===== src/rtl/debouncer_n_pkg.sv =====
// rtl/debouncer_n_pkg.sv - shared constants and helpers for the N-channel debouncer
package debouncer_n_pkg;

    localparam int DEB_SYNC_STAGES_DEFAULT  = 2;
    localparam int DEB_STABLE_TICKS_DEFAULT = 4;
    localparam int GLITCH_CNT_W             = 8;

    // PS/2 preset for a 27 MHz system clock
    localparam int PS2_PRESCALE     = 27;
    localparam int PS2_STABLE_TICKS = 4;

    localparam logic [GLITCH_CNT_W-1:0] GLITCH_CNT_MAX = '1;

    function automatic int counterWidth(input int maxCount);
        return (maxCount <= 1) ? 1 : $clog2(maxCount);
    endfunction

endpackage


===== src/rtl/debounce_channel.sv =====
// rtl/debounce_channel.sv - one-bit synchroniser, stability counter, strobes; glitch counter under DEBOUNCER_GLITCH_COUNT_EN
module debounce_channel
    import debouncer_n_pkg::*;
#(
    parameter int SYNC_STAGES  = DEB_SYNC_STAGES_DEFAULT,
    parameter int STABLE_TICKS = DEB_STABLE_TICKS_DEFAULT,
    parameter bit RESET_LEVEL  = 1'b1
) (
    input  logic                    clk,
    input  logic                    reset,
    input  logic                    tick,
    input  logic                    in,
    input  logic                    glitchClear,
    output logic                    out,
    output logic                    rise,
    output logic                    fall,
    output logic [GLITCH_CNT_W-1:0] glitchCount
);

    localparam int CNT_W = $clog2(STABLE_TICKS + 1);
    localparam logic [CNT_W-1:0] CNT_LAST = CNT_W'(STABLE_TICKS - 1);

    logic [SYNC_STAGES-1:0] syncQ;
    logic [CNT_W-1:0]       cnt;
    logic                   outQ;
    logic                   s;

    assign s   = syncQ[SYNC_STAGES-1];
    assign out = outQ;

    always_ff @(posedge clk) begin
        if (reset) begin
            syncQ <= {SYNC_STAGES{RESET_LEVEL}};
        end else begin
            syncQ <= {syncQ[SYNC_STAGES-2:0], in};
        end
    end

    // The counter only advances while s disagrees with out, so it tops out at CNT_LAST.
    always_ff @(posedge clk) begin
        if (reset) begin
            cnt  <= '0;
            outQ <= RESET_LEVEL;
            rise <= 1'b0;
            fall <= 1'b0;
        end else begin
            rise <= 1'b0;
            fall <= 1'b0;
            if (tick) begin
                if (s == outQ) begin
                    cnt <= '0;
                end else if (cnt == CNT_LAST) begin
                    cnt  <= '0;
                    outQ <= s;
                    rise <= s;
                    fall <= ~s;
                end else begin
                    cnt <= cnt + CNT_W'(1);
                end
            end
        end
    end

`ifdef DEBOUNCER_GLITCH_COUNT_EN
    logic [GLITCH_CNT_W-1:0] glitchQ;

    // An aborted transition is a tick where the input fell back while a count was pending.
    always_ff @(posedge clk) begin
        if (reset || glitchClear) begin
            glitchQ <= '0;
        end else if (tick && (s == outQ) && (cnt != '0) && (glitchQ != GLITCH_CNT_MAX)) begin
            glitchQ <= glitchQ + GLITCH_CNT_W'(1);
        end
    end

    assign glitchCount = glitchQ;
`else
    logic unusedGlitchClear;
    assign unusedGlitchClear = glitchClear;
    assign glitchCount       = '0;
`endif

endmodule


===== src/rtl/debouncer_n.sv =====
// rtl/debouncer_n.sv - CHANNELS-wide debouncer with shared prescaler; glitch counters under DEBOUNCER_GLITCH_COUNT_EN
module debouncer_n
    import debouncer_n_pkg::*;
#(
    parameter int CHANNELS     = 2,
    parameter int SYNC_STAGES  = DEB_SYNC_STAGES_DEFAULT,
    parameter int PRESCALE     = 1,
    parameter int STABLE_TICKS = DEB_STABLE_TICKS_DEFAULT,
    parameter bit RESET_LEVEL  = 1'b1
) (
    input  logic                         clk,
    input  logic                         reset,
    input  logic [CHANNELS-1:0]          in,
    output logic [CHANNELS-1:0]          out,
    output logic [CHANNELS-1:0]          rise,
    output logic [CHANNELS-1:0]          fall,
    input  logic                         glitchClear,
    output logic [GLITCH_CNT_W*CHANNELS-1:0] glitchCount
);

    if (CHANNELS < 1) begin : gBadChannels
        $error("debouncer_n: CHANNELS must be >= 1");
    end
    if (SYNC_STAGES < 2) begin : gBadSyncStages
        $error("debouncer_n: SYNC_STAGES must be >= 2");
    end
    if (PRESCALE < 1) begin : gBadPrescale
        $error("debouncer_n: PRESCALE must be >= 1");
    end
    if (STABLE_TICKS < 1) begin : gBadStableTicks
        $error("debouncer_n: STABLE_TICKS must be >= 1");
    end

    localparam int PS_W = counterWidth(PRESCALE);
    localparam logic [PS_W-1:0] PS_LAST = PS_W'(PRESCALE - 1);

    logic [PS_W-1:0] psCnt;
    logic            tick;

    // With PRESCALE=1 the counter sits at 0 == PS_LAST, so tick is high every cycle.
    assign tick = (psCnt == PS_LAST);

    always_ff @(posedge clk) begin
        if (reset || tick) begin
            psCnt <= '0;
        end else begin
            psCnt <= psCnt + PS_W'(1);
        end
    end

    for (genvar i = 0; i < CHANNELS; i++) begin : gChannel
        debounce_channel #(
            .SYNC_STAGES (SYNC_STAGES),
            .STABLE_TICKS(STABLE_TICKS),
            .RESET_LEVEL (RESET_LEVEL)
        ) uChannel (
            .clk        (clk),
            .reset      (reset),
            .tick       (tick),
            .in         (in[i]),
            .glitchClear(glitchClear),
            .out        (out[i]),
            .rise       (rise[i]),
            .fall       (fall[i]),
            .glitchCount(glitchCount[GLITCH_CNT_W*i +: GLITCH_CNT_W])
        );
    end

endmodule


===== config.mk =====
export PLATFORM = sky130hd
export DESIGN_NAME = debouncer_n
export DESIGN_NICKNAME = d
export VERILOG_FILES = /design/src/rtl/debouncer_n_pkg.sv /design/src/rtl/debounce_channel.sv /design/src/rtl/debouncer_n.sv
export SDC_FILE = /design/constraint.sdc
export NUM_CORES = 1
export LEC_CHECK = 0
export CAP_MARGIN = 5
export CORE_MARGIN = 5
export CORE_UTILIZATION = 40
export CTS_CLUSTER_SIZE = 24
export DETAILED_ROUTE_END_ITERATION = 12
export PLACE_DENSITY = 0.86
export SLEW_MARGIN = 25
export SYNTH_ARGS = -nofsm -noshare
export SYNTH_HDL_FRONTEND = slang
export SYNTH_SLANG_ARGS = --single-unit
export TNS_END_PERCENT = 10

===== constraint.sdc =====
create_clock -name clk -period 1.07 [get_ports clk]
set_input_delay 0.1605 -clock clk [delete_from_list [all_inputs] [get_ports clk]]
set_output_delay 0.1605 -clock clk [all_outputs]
set_load 0.02 [all_outputs]

### Yosys cells after proc, flatten, opt, wreduce, memory -nomap -nowiden

Cells that the tools add are included.

* reduce and logical (&&, ||, !) cells: 5
* muxes and demuxes: 4
* magnitude comparators: 0
* multiply operators: 0
* bitwise operators: 7
* eq/ne operators: 4
* shift operators: 0
* add/sub/neg operators: 3
* div/mod/pow operators: 0

Operator list (number)
* $mux 3: 4
* $reduce_or 4->1: 2
* $not 1->1: 7
* $add 3x1->3 const B: 2
* $eq 3x2->1 const B: 2
* $reduce_and 3->1: 2
* $eq 1x1->1: 2
* $add 1x1->1 const B: 1
* $logic_or 1x1->1: 1

* memory bits (read-only): 0
* output and inout bits: 22
* register bits after elaboration: 17
* word-level logic and storage cells: 34
* input bits: 5
* memory bits (writable): 0
* latch bits: 0
* memories kept: 0

### Logic depth before layout (Yosys ltp)

Gate-level depths: netlist of run 1.

* word-level depth: 3
* depth in mapped cells: 4
* mapped depth without buffers: 4

### Cells and area by module

Synthesis of run 1 repeated with hierarchy kept, for this count alone.

* cells, all modules: 77
* area total of the unflattened synthesis: 748.2 sq um

By module, submodules not included
* debounce_channel: seq. area each 160.2 sq um, area each 360.3 sq um, cells each 37, times used 2
* debouncer_n: seq. area each 20.0 sq um, area each 27.5 sq um, cells each 3, times used 1

### Least setup slack after synthesis of run 1

Ideal clock, no wire load.

* kind: reg2reg
* start: reg gChannel[1].uChannel.cnt[0]
* end: reg gChannel[1].uChannel.outQ
* data required time: 950 ps
* cell stages (with the launch flop): 5
* path buffers: 0
* library setup time: 120 ps
* clock period less this slack: 1131 ps
* setup slack: -61 ps
* arrival time: 1011 ps
* path through: dfxtp_1 -> ha_1 -> nand2b_4 -> o21a_1 -> a211o_1

* word-level cells in the longest chain between the ends: 2

Ends and longest elaborated chain
* from (decl): line debounce_channel.sv:24 `logic [CNT_W-1:0] cnt;`
* from (signal assigned): line debounce_channel.sv:58 `cnt <= cnt + CNT_W'(1);`
* $eq 3x2->1: line debounce_channel.sv:52 `end else if (cnt == CNT_LAST) begin`
* $reduce_and 3->1 (no line)
* to (signal assigned): line debounce_channel.sv:54 `outQ <= s;`
* to (decl): line debounce_channel.sv:25 `logic outQ;`

Every way passes these cells.
A chain may end at the register's enable or synchronous reset.

### Worst setup path in the final report of run 1

* start: reg gChannel[0].uChannel.cnt[1]
* end: reg gChannel[0].uChannel.outQ

* word-level cells in the longest chain between the ends: 2

Ends and longest elaborated chain (line)
* from (decl): debounce_channel.sv:24
* from (signal assigned): debounce_channel.sv:58
* $eq 3x2->1: debounce_channel.sv:52
* $reduce_and 3->1 (no line)
* to (signal assigned): debounce_channel.sv:54
* to (decl): debounce_channel.sv:25

Every way passes these cells.

==> flow_summary_export.csv, run 1 <==
group,metric,value,unit
status,result_of_the_run,"complete, no violations",
setup_path,critical-path-slowest-cell,"dfxtp_2",
setup_path,start_kind,"flop",
setup_path,regToRegStartpoint,"gChannel[0].uChannel.cnt[1]",
power,power.density,1140,nW/um^2
placement,dpl.hpwl,876,um
setup_path,cp_data_required_time,1250,ps
drt,viasPerCell,4.16,
floorplanning,rows,16,
cts,cts-buffers-inserted,3,
synth,synth_seq_cells,17,
cts,clockBufferDepth,2,
floorplanning,die_x,55.6,um
synth,post_synth_num_cell_types,23,
floorplanning,die-area,3100,um^2
drt,detail_route_antenna_nets,0,
cells_and_area,final_layout_size_suffix_gt1_share,38.4,%
synth,synth-warning-count,0,
synth,synthCells,85,
synth,synth_area,833,um^2
cells_and_area,finish.instance_area,960,um^2
cells_and_area,finish.cell_count_without_fillers,126,
setup_path,timing.critical_path.arrival,1240,ps
timing,post-route-period-util,99.4,%
cells_and_area,total_nets_final,107,
synth,yosysSeqAreaShare,40.8,%
placement,routabilityCongestion,0.641,
worst_hold_path,hold_path_startpoint,"gChannel[1].uChannel.syncQ[0]",
timing,skew,1.93,ps
cts,post-cts-setup-buffers,0,
floorplanning,die_y,55.6,um
timing,fin_tns_setup,0,ps
power,max-vdd-ir-drop,632,uV
power,power_leakage,0.373,nW
grt,grt_first_pass_wirelength,1890,um
setup_path,crit_path_cell_trace,"ha_4, nand2b_4, o21a_1, a211o_1",
drt,dr_wl_met3,128,um
worst_hold_path,holdCritPathClass,"reg2reg",
cts,clock_tree.root_cell,"clkbuf_4",
drt,vias,524,
timing,holdWs,417,ps
timing,grt_setup_unrepaired,"true",
floorplanning,io-pin-count,27,
timing,postLayoutSetupSlackWorst,6.93,ps
worst_hold_path,whs_endpoint,"gChannel[1].uChannel.syncQ[1]",
setup_path,cpLargestDelayFamily,"compound AO/OA/AOI/OAI gates",
floorplanning,effective_utilization_at_floorplan,42.0,%
cts,clk_latency,280,ps
setup_path,critical_path.reg2reg.endpoint,"gChannel[0].uChannel.out",
placement,io_buffer_count,9,
grt,grt-ovfl-total,0,
timing,hold_viol,0,
setup_path,cp_slowest_stage_delay,360,ps
setup_path,buffers_and_inverters_on_the_worst_path,0,
drt,m1WireLength,481,um
cells_and_area,flow.area_growth_from_synthesis,15.2,%
drt,detail_route.iter0.violations,7,
grt,maximum_number_of_pins_on_one_net_before_global_route_repair,13,
setup_path,path_class,"reg2reg",
placement,preCtsSetupSlack,-72.1,ps
drt,drt-wirelength-per-cell,8.83,um
placement,post_placement_cell_count,122,
setup_path,r2r.worst_path.cells,4,
drt,wl_met2,492,um
setup_path,worstSetupEndpointType,"flop",
cts,clock_tree.htree_level_count,1,
timing,final-setup-viol-count,0,
drt,highest_layer,"met4",
drt,final_routed_drc_violation_total,0,
timing,post-route-min-period,1060,ps
timing,max_clock_freq,941,MHz
cts,path_clk_slew,90,ps
synth,post_synth.cell_area_avg,9.80,um^2
setup_path,timing.reg2reg.setup_slack,7,ps
cells_and_area,filler_cells_inserted,187,
cts,cts_tree,"done",
grt,grt_antenna_before_repair,0,
worst_hold_path,timing.hold.worst_path_depth,1,
floorplanning,fp.coreArea,1980,um^2
grt,first_global_vias,486,
timing,timing_max_transition_violations_final,0,
cts,cts.sinks,17,
job,cap_violations,0,
placement,dpl-instance-area,925,um^2
setup_path,path_max_fanout,4,
drt,drt_first_pass_iters,4,
drt,finalWirelength,1110,um
grt,global_route.usage.total,7.76,%
cells_and_area,final_antenna_diode_count,0,
-- power breakdown --
group | total (W) | internal (W) | leakage [nW] | switching (W)
registers | 0.000655 | 0.000644 | 0.140 | 0.0000112
logic | 0.000112 | 0.0000374 | 0.218 | 0.0000750
clock network | 0.000331 | 0.000145 | 0.0150 | 0.000186
-- through the flow --
stage	util, %	total power [W]
finish	48.4	0.00110
detailed placement	46.7	0.000778
floorplan	-	0.000795
global route	48.4	0.00116
CTS	48.8	0.00111
global placement	46.7	0.000775
-- cell type report --
type	count	area, um^2	area share, %
timing repair buffer	19	148	15.4
tap	27	33.8	3.52
sequential	17	345	36.0
multi-input combinational	57	399	41.6
clock buffer	4	26.3	2.74
inverter	2	7.51	0.782
-- placed cells by master, fill, tap and decap left out --
| master | instances |
|---|---|
| clkbuf_2 | 2 |
| buf_2 | 2 |
| nor3b_2 | 2 |
| nand3_1 | 2 |
| nor4_1 | 1 |
| and4bb_2 | 2 |
| nand4b_1 | 1 |
| inv_1 | 2 |
| ha_4 | 2 |
| nor2_1 | 4 |
| nand2b_4 | 2 |
| dfxtp_2 | 4 |
| clkbuf_4 | 3 |
| dfxtp_1 | 13 |
| clkbuf_1 | 1 |
| a21oi_1 | 6 |
| nand2_1 | 4 |
| clkdlybuf4s15_2 | 2 |
| buf_4 | 10 |
| or2_2 | 4 |
| o21a_1 | 2 |
| conb_1 | 17 |
| nand2b_1 | 2 |
| nor4_2 | 1 |
| xor2_2 | 2 |
| a211o_1 | 2 |
| clkdlybuf4s50_1 | 3 |
| nand3b_1 | 1 |
-- worst reg2reg max path, cell delays in order (launching register included) --
cell      delay, ps
dfxtp_2         360
ha_4            150
nand2b_4         60
o21a_1          160
a211o_1         220
-- state kept, by name, summed over array words and instances, names as in the netlist --
signal,flops
psCnt,1
gChannel.uChannel.cnt,6
gChannel.uChannel.out,2
gChannel.uChannel.syncQ,4
gChannel.uChannel.fall,2
gChannel.uChannel.rise,2
-- worst max path at each step --
stage                                 from                             to  slack [ps]  cells after the start
6_report       gChannel[0].uChannel.cnt[1]       gChannel[0].uChannel.out           7                      4
5_1_grt        gChannel[1].uChannel.cnt[0]       gChannel[1].uChannel.out         -30                      4
4_1_cts        gChannel[1].uChannel.cnt[1]       gChannel[1].uChannel.out         -30                      4
3_5_place_dp                         reset  gChannel[0].uChannel.syncQ[0]         -70                      3
3_3_place_gp                         reset      gChannel[0].uChannel.fall         -70                      3
2_1_floorplan  gChannel[0].uChannel.cnt[1]       gChannel[0].uChannel.out         -20                      4
-- cell families after synthesis --
family | share of synthesized area (%)
and+or+nand+nor | 22.8
DFF | 40.8
xor gates and xnor gates | 2.10
AOI/OAI and AO/OA | 7.51
adders and majority gates | 3.00
other | 0.450
buffers and inverters | 23.3
-- Yosys cell counts (all sizes together) --
master  count  area share (%)
nand2       4             1.8
and4bb      2             3.0
xor2        2             2.1
nand3       2             1.2
or2         4             3.0
inv         2            0.90
nand2b      4             4.8
a21oi       6             3.6
a211o       2             2.1
conb        1            0.45
nor2        4             1.8
o21a        2             1.8
dfxtp      17              41
buf        25              22
nor3b       2             3.0
nand3b      1            0.90
nand4b      1             1.1
nor4        2             2.3
ha          2             3.0
-- repair_timing --
action,CTS,global route
endpoints found under the setup margin,8,12
resized for setup,18,6
hold buffers,0,0
pin swaps,2,4
-- layer usage --
layer / GRT usage (%) / vias up
li1: - / 268
met5: 0 / -
met1: 8.05 / 231
met2: 12.3 / 23
met4: 5.56 / 0
met3: 3.48 / 2
(Power assumes the default switching activity.)
==> run 2: changes to the inputs <==
- ABC_AREA: default -> 1
- CORE_UTILIZATION: 40 -> 39
- PLACE_DENSITY: 0.86 -> 0.85
==> flow_summary_export.csv, run 2 <==
group,metric,value,unit
floorplanning,die_x,55.6,um
timing,final-setup-viol-count,0,
cts,clk_latency,280,ps
grt,grt_first_pass_wirelength,1910,um
cells_and_area,final_layout_size_suffix_gt1_share,25.0,%
setup_path,r2r.worst_path.cells,5,
placement,preCtsSetupSlack,-105,ps
timing,max_clock_freq,978,MHz
grt,first_global_vias,506,
setup_path,worstSetupEndpointType,"flop",
synth,synth_area_in_compound_gates,5.55,%
cells_and_area,layout_commonest_cell,"conb_1",
cells_and_area,flow.area_growth_from_synthesis,7.40,%
cts,clock_tree.root_cell,"clkbuf_4",
setup_path,critical_path.reg2reg.endpoint,"gChannel[0].uChannel.cnt[1]",
grt,grt_antenna_before_repair,0,
setup_path,regToRegStartpoint,"gChannel[0].uChannel.cnt[0]",
synth,post_synth_num_cell_types,19,
job,cap_violations,0,
worst_hold_path,timing.hold.worst_path_depth,1,
status,result_of_the_run,"complete, no violations",
synth,asyncSetResetFlopFracSynth,0,%
synth,ys.flop_type,"dfxtp_1",
synth,synth.most_common_cell,"buf_4",
setup_path,cp_data_required_time,1280,ps
cells_and_area,most-common-layout-cells,"conb_1, dfxtp_1, nand2_1",
cts,path_clk_slew,90,ps
synth,synth_top_family_by_area,"buffers and inverters",
floorplanning,die_y,55.6,um
cells_and_area,filler_cells_inserted,202,
worst_hold_path,hold_path_startpoint,"gChannel[1].uChannel.syncQ[0]",
power,power_leakage,0.404,nW
setup_path,timing.reg2reg.setup_slack,50,ps
cts,clockBufferDepth,2,
placement,post_placement_cell_count,131,
floorplanning,fp.coreArea,1980,um^2
cts,post-cts-setup-buffers,0,
drt,drt_first_pass_iters,3,
synth,yosysSeqAreaShare,41.9,%
synth,post_synth.cell_area_avg,8.29,um^2
timing,post-route-min-period,1020,ps
placement,dpl.hpwl,953,um
drt,detail_route_antenna_nets,0,
timing,skew,1.90,ps
synth,cell_taking_the_most_area_after_synthesis,"dfxtp_1",
cells_and_area,largest_register_by_flop_count,"gChannel.uChannel.cnt",
power,power.total,0.00109,W
synth,synthCells,98,
synth,yosys-top-cells-area,"dfxtp_1, buf_4, nand2_1, inv_1, a21oi_1",
drt,finalWirelength,1240,um
floorplanning,effective_utilization_at_floorplan,41.0,%
synth,synth-warning-count,0,
placement,routabilityCongestion,0.799,
timing,grt_setup_unrepaired,"true",
cells_and_area,final_antenna_diode_count,0,
cells_and_area,largest_reg_flops,6,
drt,detail_route.iter0.violations,3,
floorplanning,die-area,3090,um^2
setup_path,timing.critical_path.arrival,1240,ps
timing,holdWs,412,ps
drt,final_routed_drc_violation_total,0,
synth,synth_area,812,um^2
synth,post_synth_top_area_share,41.9,%
setup_path,start_kind,"flop",
cells_and_area,total_nets_final,116,
synth,synth_fa_ha_area_share,3.08,%
grt,global_route.usage.total,7.94,%
cts,cts-buffers-inserted,3,
cts,clock_tree.htree_level_count,1,
power,max-vdd-ir-drop,608,uV
cells_and_area,biggestRegsByFlops,"gChannel.uChannel.cnt (6), gChannel.uChannel.syncQ (4)",
timing,postLayoutSetupSlackWorst,47.5,ps
grt,maximum_number_of_pins_on_one_net_before_global_route_repair,11,
timing,post-route-period-util,95.6,%
cells_and_area,final_util,44.0,%
power,power.density,1250,nW/um^2
timing,hold_viol,0,
cells_and_area,finish.cell_count_without_fillers,135,
drt,viasPerCell,4.10,
floorplanning,rows,16,
worst_hold_path,whs_endpoint,"gChannel[1].uChannel.syncQ[1]",
drt,drt-wirelength-per-cell,9.18,um
floorplanning,io-pin-count,27,
drt,vias,553,
synth,synth_seq_cells,17,
synth,synth_mux_area_share,0,%
worst_hold_path,holdCritPathClass,"reg2reg",
synth,synth_edf_count,0,
cts,cts_tree,"done",
synth,ys_top_cells_by_count,"buf_4, dfxtp_1, nand2_1, inv_1, a21oi_1",
synth,synth_simple_gate_area_share,22.2,%
setup_path,path_class,"reg2reg",
synth,synth_xor_area_share,0,%
cts,cts.sinks,17,
grt,grt-ovfl-total,0,
placement,io_buffer_count,9,
setup_path,path_max_fanout,2,
timing,timing_max_transition_violations_final,0,
-- run 2: area by class of cell --
type | instances | area (um^2) | area share, %
multi-input cells | 62 | 329 | 37.7
repair buffers | 13 | 90.1 | 10.3
inverters | 12 | 47.5 | 5.45
well taps | 27 | 33.8 | 3.87
flip-flops and latches | 17 | 345 | 39.6
clock buffers | 4 | 26.3 | 3.01
-- run 2: worst max-delay path by stage --
stage	from	endpoint	slack [ps]
2_1_floorplan	gChannel[1].uChannel.cnt[0]	gChannel[1].uChannel.out	110
3_3_place_gp	reset	gChannel[1].uChannel.cnt[0]	-80
3_5_place_dp	reset	gChannel[1].uChannel.cnt[0]	-100
4_1_cts	gChannel[1].uChannel.fall	fall[1]	0.5
5_1_grt	gChannel[1].uChannel.out	gChannel[1].uChannel.out	-30
6_report	gChannel[0].uChannel.cnt[0]	gChannel[0].uChannel.cnt[1]	50
-- run 2: metal layers --
layer / share of wire, % / up-vias / track usage (%)
li1: - / 290 / -
met1: 41 / 245 / 7.88
met2: 50 / 16 / 13.0
met3: 7.5 / 2 / 3.25
met4: 1.1 / 0 / 6.25
met5: 0 / - / 0
-- run 2: kinds of logic after synthesis --
family / after synthesis
buffers and inverters: 35
AND/OR/NAND/NOR: 34
flip-flops: 17
AO/OA/AOI/OAI: 9
adder cells (fa/ha/maj): 2
other: 1
-- run 2: repair_timing --
action | 4_1_cts | 5_1_grt
hold buffers | 0 | 0
resized for setup | 15 | 15
endpoints found under the hold margin | 0 | 0
pin swaps | 0 | 5
endpoints found under the setup margin | 7 | 15
-- run 2: stage by stage --
stage	setup TNS (ps)	cell area, um^2
CTS	0	887
global placement	-375	856
floorplan	0	872
global route	-80.3	872
finish	0	872
detailed placement	-453	856
-- run 2: report_power, final --
group	internal, W	switching (W)
sequential	0.000645	0.00000861
clock	0.000145	0.000185
combinational	0.0000254	0.0000788
total	0.000815	0.000272
-- run 2: worst max-delay path, cell delays in order (launching register included) --
cell	delay [ps]
dfxtp_2	330
ha_1	270
inv_1	40
a21oi_1	100
nand3_1	90
a21oi_1	130
